File: src/rtl/imem_port_arbiter.sv
// Instruction-memory port arbiter: hands the single RAM port to either the CPU or the
// UART boot loader, switching owners only after in-flight transactions drain.
module imem_port_arbiter #(
  parameter int AW            = 32,
  parameter int DW            = 32,
  parameter int MAX_OUTST     = 2,
  parameter int DRAIN_TIMEOUT = 1023
) (
  input  logic            Clk,
  input  logic            Rst,
  input  logic            boot_mode,
  input  logic            boot_req,
  input  logic            boot_we,
  input  logic [DW/8-1:0] boot_be,
  input  logic [AW-1:0]   boot_addr,
  input  logic [DW-1:0]   boot_wdata,
  output logic            boot_gnt,
  input  logic            cpu_req,
  input  logic            cpu_we,
  input  logic [DW/8-1:0] cpu_be,
  input  logic [AW-1:0]   cpu_addr,
  input  logic [DW-1:0]   cpu_wdata,
  output logic            cpu_gnt,
  output logic            cpu_rvalid,
  output logic [DW-1:0]   cpu_rdata,
  output logic            mem_req,
  output logic            mem_we,
  output logic [DW/8-1:0] mem_be,
  output logic [AW-1:0]   mem_addr,
  output logic [DW-1:0]   mem_wdata,
  input  logic            mem_gnt,
  input  logic            mem_rvalid,
  input  logic [DW-1:0]   mem_rdata,
  output logic            cpu_hold,
  output logic            owner,
  output logic            boot_err,
  output logic            drain_err
);

  localparam logic [1:0] CPU_OWN  = 2'd0;
  localparam logic [1:0] DRAIN_B  = 2'd1;
  localparam logic [1:0] BOOT_OWN = 2'd2;
  localparam logic [1:0] DRAIN_C  = 2'd3;

  localparam int OW = $clog2(MAX_OUTST + 1);
  localparam int CW = (DRAIN_TIMEOUT > 1) ? $clog2(DRAIN_TIMEOUT + 1) : 1;

  logic [1:0]    state;
  logic [OW-1:0] outst;
  logic [CW-1:0] drain_cnt;
  logic          in_drain;
  logic          full;
  logic          timeout;
  logic          inc;
  logic          dec;

  assign in_drain = (state == DRAIN_B) || (state == DRAIN_C);
  assign full     = (outst == OW'(MAX_OUTST));
  // The counter reaches DRAIN_TIMEOUT on the edge that ends the timed-out drain cycle.
  assign timeout  = (DRAIN_TIMEOUT > 0) && in_drain && (outst != '0) &&
                    (drain_cnt == CW'(DRAIN_TIMEOUT - 1));
  assign inc      = mem_req && mem_gnt;
  assign dec      = mem_rvalid && (outst != '0);

  // NOTE: every output gets a default before the case so no latch can be inferred.
  always_comb begin
    mem_req   = 1'b0;
    cpu_gnt   = 1'b0;
    boot_gnt  = 1'b0;
    mem_we    = cpu_we;
    mem_be    = cpu_be;
    mem_addr  = cpu_addr;
    mem_wdata = cpu_wdata;
    if (state == BOOT_OWN) begin
      mem_we    = boot_we;
      mem_be    = boot_be;
      mem_addr  = boot_addr;
      mem_wdata = boot_wdata;
    end
    // Full gating looks only at registered outst, never at this cycle's mem_rvalid.
    if (!full) begin
      case (state)
        CPU_OWN: begin
          mem_req = cpu_req;
          cpu_gnt = mem_gnt;
        end
        BOOT_OWN: begin
          mem_req  = boot_req;
          boot_gnt = mem_gnt;
        end
        default: ;
      endcase
    end
  end

  assign cpu_rvalid = mem_rvalid && ((state == CPU_OWN) || (state == DRAIN_B));
  assign cpu_rdata  = mem_rdata;
  assign cpu_hold   = (state != CPU_OWN);
  assign owner      = (state == BOOT_OWN) || (state == DRAIN_C);

  // NOTE: sequential state uses non-blocking assignments so every flop samples pre-edge values.
  always_ff @(posedge Clk) begin
    if (Rst) begin
      state     <= CPU_OWN;
      outst     <= '0;
      drain_cnt <= '0;
      boot_err  <= 1'b0;
      drain_err <= 1'b0;
    end else begin
      if (boot_req && (state != BOOT_OWN)) boot_err <= 1'b1;

      // Held at zero while owned, so every drain starts counting from zero.
      drain_cnt <= in_drain ? drain_cnt + 1'b1 : '0;

      if (timeout)           outst <= '0;
      else if (inc && !dec)  outst <= outst + 1'b1;
      else if (dec && !inc)  outst <= outst - 1'b1;

      case (state)
        CPU_OWN:  if (boot_mode) state <= DRAIN_B;
        DRAIN_B: begin
          if (outst == '0) state <= BOOT_OWN;
          else if (timeout) begin
            state     <= BOOT_OWN;
            drain_err <= 1'b1;
          end
        end
        BOOT_OWN: if (!boot_mode) state <= DRAIN_C;
        DRAIN_C: begin
          if (outst == '0) state <= CPU_OWN;
          else if (timeout) begin
            state     <= CPU_OWN;
            drain_err <= 1'b1;
          end
        end
        default:  state <= CPU_OWN;
      endcase
    end
  end

endmodule
File: config.mk
export PLATFORM = sky130hd
export DESIGN_NAME = imem_port_arbiter
export DESIGN_NICKNAME = d
export VERILOG_FILES = /design/src/rtl/imem_port_arbiter.sv
export SDC_FILE = /design/constraint.sdc
export NUM_CORES = 1
export LEC_CHECK = 0
export CORE_AREA = 2 2 110 112
export CTS_BUF_LIST = sky130_fd_sc_hd__clkbuf_4
export CTS_CLUSTER_DIAMETER = 40
export CTS_CLUSTER_SIZE = 40
export DETAILED_ROUTE_END_ITERATION = 12
export DIE_AREA = 0 0 112 114
export SYNTH_ARGS = -nofsm -noshare
export SYNTH_HDL_FRONTEND = slang
export SYNTH_SLANG_ARGS = --single-unit
export TNS_END_PERCENT = 1
File: constraint.sdc
create_clock -name Clk -period 2.2 [get_ports Clk]
set_input_delay 0.22 -clock Clk [delete_from_list [all_inputs] [get_ports Clk]]
set_output_delay 0.22 -clock Clk [all_outputs]
set_load 0.01 [all_outputs]
======== Word level (Yosys, flattened, before mapping) ========
Index checks and enable logic that the tools add are counted.
cells by class
  add/subtract/negate cells ............... 3
  multiply operators ...................... 0
  div/mod/pow operators ................... 0
  order comparisons ....................... 0
  equal/unequal tests ..................... 10
  shift-type cells ........................ 0
  multiplexer cells ....................... 19
  bitwise logic cells ..................... 2
  reduce and logical (&&, ||, !) cells .... 23
operator list
  kind                                                                number
  32-bit two-way mux                                                  2
  2-bit two-way mux                                                   8
  10-bit by 1-bit adder with 10-bit output, second input constant     1
  10-bit == test, second input constant                               1
  1-bit logical AND                                                   8
  2-bit one-hot mux with 4 select lines                               1
  2-bit == test, second input constant                                3
  1-bit two-way mux                                                   6
  2-bit != test, second input constant                                3
  3-bit by 2-bit != test with 1-bit output, second input constant     2
  2-bit nonzero test                                                  3
  2-bit OR reduction                                                  3
  2-bit zero test                                                     2
  4-bit two-way mux                                                   1
  4-bit AND reduction                                                 1
  1-bit logical OR                                                    3
  3-bit AND reduction                                                 1
  2-bit by 1-bit adder with 2-bit output, second input constant       1
  2-bit by 1-bit == test with 1-bit output, second input constant     1
  1-bit zero test                                                     2
  1-bit inverter                                                      2
  1-bit one-hot mux with 2 select lines                               1
  2-bit by 1-bit subtractor with 2-bit output, second input constant  1
storage, ports and cells
  register bits after elaboration ......... 16
  latch bits .............................. 0
  bits in writable memories ............... 0
  bits in read-only memories .............. 0
  input port bits ......................... 177
  output and inout port bits .............. 109
  word-level logic and storage cells ...... 62
  memories ................................ 0

======== Longest topological paths before layout ========
Gate-level depths: netlist of run 1.
  word-level depth ........................ 8
  depth in mapped cells ................... 11
  gate-level depth less buffers ........... 10

======== Least setup slack after synthesis of run 1 ========
Ideal clock, no wire load.
  path kind ............................... register to register
  start ................................... reg state[0]
  end ..................................... reg outst[1]
  library setup time ...................... 135 ps
  arrival ................................. 1838 ps
  data required time ...................... 2065 ps
  setup slack ............................. 227 ps
  cell stages (with the launch flop) ...... 12
  path buffers ............................ 1
  period minus slack after synthesis ...... 1973 ps
  cells stage by stage .................... dfxtp_1 inv_1 ha_1 buf_2 a22oi_1 nor2_1 and2_1 ha_1 xor2_1 nor2_1 xnor2_1 nor3_1
on the way
  cells in the longest elaborated chain, start to end .. 7
  elaborated cells on any way between the ends .. 16
  classes of those cells .................. 3 x eq/ne; 3 x mux; 10 x reduce/logical
RTL lines
  what                                              RTL line  RTL
  start, declared                                   48        logic [1:0] state;
  start signal, assigned                            104       state <= CPU_OWN;
  start signal, assigned                            120       CPU_OWN: if (boot_mode) state <= DRAIN_B;
  start signal, assigned                            122       if (outst == '0) state <= BOOT_OWN;
  2-bit == test or 2-bit zero test (tied branches)  82        case (state)
  1-bit one-hot mux with 2 select lines (*)         82
  1-bit two-way mux (*)                             81        if (!full) begin
  named net mem_req                                 26        output logic mem_req,
  1-bit logical AND (*)                             62        assign inc = mem_req && mem_gnt;
  1-bit zero test                                   117       else if (dec && !inc) outst <= outst - 1'b1;
  1-bit logical AND                                 117
  2-bit nonzero test (no line)                      -
  end signal, assigned                              116       else if (inc && !dec) outst <= outst + 1'b1;
  end signal, assigned                              117
  end, declared                                     49        logic [OW-1:0] outst;
Mark *: on every way through the listed nets, which the timed path passes. The rest lies on a longest branch.
A chain may end at the register's enable or synchronous reset.

======== Final worst setup path of run 1 ========
  start ................................... reg state[0]
  end ..................................... out mem_addr[21]
on the way
  cells in the longest elaborated chain, start to end .. 2
RTL lines
  what                RTL line  RTL
  2-bit == test       74        if (state == BOOT_OWN) begin
  32-bit two-way mux  74
  end, declared       29        output logic [AW-1:0] mem_addr,
No other way between the ends.

==> results of run 1 <==
critical path, delay by kind of cell (launching register included):
| kind | cells | cell delay [ns] |
|---|---|---|
| buffers and inverters | 3 | 0.75 |
| muxes | 1 | 0.37 |
| DFF | 1 | 0.35 |
| adders and majority gates | 1 | 0.17 |
power by group through the flow:
stage | registers, mW | logic [mW] | clock network, mW
after global routing | 0.400 | 2.60 | 0.172
after floorplan | 0.382 | 1.28 | 0
final | 0.392 | 2.43 | 0.148
after CTS | 0.389 | 2.45 | 0.157
after detailed placement | 0.396 | 2.63 | 0
after global placement | 0.392 | 2.61 | 0
final cells by class:
class,count,area share
Sequential cell,16,0.07807
Tap cell,147,0.04465
Inverter,5,0.004557
Timing Repair Buffer,232,0.5519
Multi-Input combinational cell,143,0.3153
Clock buffer,3,0.005468
logic make-up (layout without fill, tap and decap cells):
| kind of cell | Yosys count | count (layout) |
|---|---|---|
| AO/OA/AOI/OAI | 13 | 13 |
| AND/OR/NAND/NOR | 42 | 42 |
| multiplexers | 70 | 70 |
| adder cells (fa/ha/maj) | 8 | 8 |
| XOR/XNOR | 10 | 10 |
| flip-flops | 16 | 16 |
| buffers and inverters | 45 | 240 |
per-stage QoR:
stage               hold slack (ns)  setup TNS [ns]
finish                       0.4400               0
floorplan                    0.2924               0
detailed placement           0.4401               0
global route                 0.4400               0
global placement             0.4401               0
CTS                          0.4401         -0.6855
sequential cells by signal (all words and copies together), names as in the netlist:
register,cells
boot_err,1
drain_err,1
outst,2
drain_cnt,10
state,2
layer usage:
layer / part of all wire / vias to the layer above / GRT usage
met4: 0.0079 / 0 / 0.02276
met5: 0 / - / 0
met1: 0.40 / 1041 / 0.1626
met2: 0.51 / 110 / 0.2259
met3: 0.080 / 4 / 0.03294
li1: - / 1075 / -
cell usage in the layout (no fill, tap or decap), drive strengths merged:
master,instances
a2111oi,1
a21oi,2
a22oi,1
and2,2
and3,4
buf,11
clkbuf,3
clkdlybuf4s50,162
dfxtp,16
dlygate4sd2,56
dlymetal6s2s,3
ha,8
inv,5
mux2,69
mux2i,1
nand2,3
nand2b,3
nand3,5
nand4,1
nor2,15
nor3,6
nor4,1
o21a,2
o21ai,3
o21bai,1
o22a,1
o22ai,1
o31a,1
or2,1
or3,1
xnor2,4
xor2,6
what timing repair did:
action                     in CTS  in global routing
resized for setup              56                  6
setup buffers                   1                  2
setup endpoints to repair      62                 17
final timing paths:
kind | end | slack [ns] | cells after the start
worst max-delay path | mem_addr[21] | 0.07 | 5
worst min-delay path | cpu_rdata[12] | 0.44 | 0
worst max register to register | outst[1] | 0.20 | 11
worst min register to register | boot_err | 0.48 | 2
==> impl_metrics.yaml, run 1 <==
run_status:
  status: "completed"
yosys:
  syn_nets: 389
  synthTopCellsByArea: "mux2_2, dfxtp_1, buf_4, ha_1, nor2_1"
  synth_mux_area_frac: 0.4130
  yosysMostFrequentCell: "mux2_2"
  synth_async_sr_flop_share: 0
  syn_area_per_cell_sq_um: 9.341
  yosys_warnings: 0
  ys_types: 31
  synth_simple_gate_area_share: 0.1142
  netlist_top_cells_count: "mux2_2, buf_4, dfxtp_1"
  synth-seq-cells: 16
  synth-xor-area-share: 0.04596
  synth-compound-area-share: 0.04924
  synthAdderAreaFrac: 0.05253
  synth_top_area_cell: "mux2_2"
  synth_top_family_by_area: "multiplexers"
  synth-edff-count: 0
  netlist_instances: 204
  synthFlopType: "dfxtp_1"
  yosysTopAreaCellShare: 0.4077
  seq_area_frac_synth: 0.1681
  syn_area_sq_mm: 0.001906
power_and_ir_drop:
  p_clk_frac: 0.050
  p_switching_mw: 1.146
  p_sw_frac: 0.3856
  power.total_mw: 2.972
  p_comb_frac: 0.818
  vdd.ir_drop.worst_mv: 0.3986
  pwr_density_cell_mw_per_mm2: 721.6
  p_int_mw: 1.826
  pwr-share-seq: 0.132
  p_leak_nw: 1.643
clocking:
  holdBufCountCts: 0
  clk_latency_ns: 0.28
  clock_path_buffers: 2
  path_clk_slew_ns: 0.09
  clock-sinks: 16
  cts_tree: "built"
  root_buffer: "clkbuf_4"
  htree_levels: 1
  cts_made_buffers: 3
timing:
  setup_ws_ns: 0.06891
  setup_violations: 0
  tightestPinTransition_ns: 0.4525
  hold_viol: 0
  finalCritPeriodShare: 0.9687
  period_needed_ns: 2.131
  rsz0062_at_grt: "no"
  drv_slew: 0
  relSlewSlack: 0.6955
  fmax_mhz: 469.2
  final.setup_skew_ns: 0.004784
critical_path:
  critPathKind: "reg2out"
  worstPathRequired_ns: 1.98
  worstReg2RegStart: "state[0]"
  start_kind: "register"
  worst_ep_arrival_time_ns: 1.91
  crit_fanout: 7
  crit_start: "state[0]"
  critPathMaxStageDelay_ns: 0.49
  cp_cell_sequence: "inv_2 -> ha_4 -> buf_4 -> mux2_2 -> clkdlybuf4s50_1"
  worstSetupEndpointType: "primary output"
  crit_path_top_delay_cell: "clkdlybuf4s50_1"
global_routing:
  overflow: 0
  grt_max_degree: 23
  grt_antenna_before_repair: 0
  grt_usage: 0.1289
  grt_pass1_wl_microns: 12940
  grt_pass1_vias: 2221
route:
  drt_pass1_iterations: 4
  ant_nets: 0
  wl_per_cell_microns: 16.74
  via_per_inst: 4.084
  vias: 2230
  drtIter0Drc: 51
  drc: 0
  routed_wl_microns: 9138
worst_hold_path:
  worstHoldPathType: "in2out"
  min_from: "mem_rdata[12]"
placement:
  portBuffers: 221
  hpwl_microns: 7785
  gp_congestion: 0.8697
  dp.cells: 540
  place_area_sq_mm: 0.004131
  pre_cts_ws_ns: 0.1448
floorplan:
  initial_core_util: 0.1627
  ioPinCount: 286
  core_sq_mm: 0.01171
  die_y_microns: 114
  dieWidth_microns: 112
  rows: 40
  dieArea_sq_mm: 0.01277
final_layout:
  finalNonFillerCells: 546
  drive_gt1_frac: 0.2306
  area_growth_pct: 116.2
  seq_area_sq_um: 321.6
  fin_util: 0.3517
  fin_area_sq_mm: 0.004119
  final_nets: 586
  n_antenna_cell: 0
  multiInputGateArea_sq_mm: 0.001299
  fillCellCount: 1253
run:
  drv_cap: 0
No activity file was read; power rests on OpenSTA's default activity.
==> inputs of run 2 (changes only) <==
ABC_CLOCK_PERIOD_IN_PS = 2200   (was default)
==> results of run 2 <==
The final DEF is identical to that of run 1; final timing and power are the same.
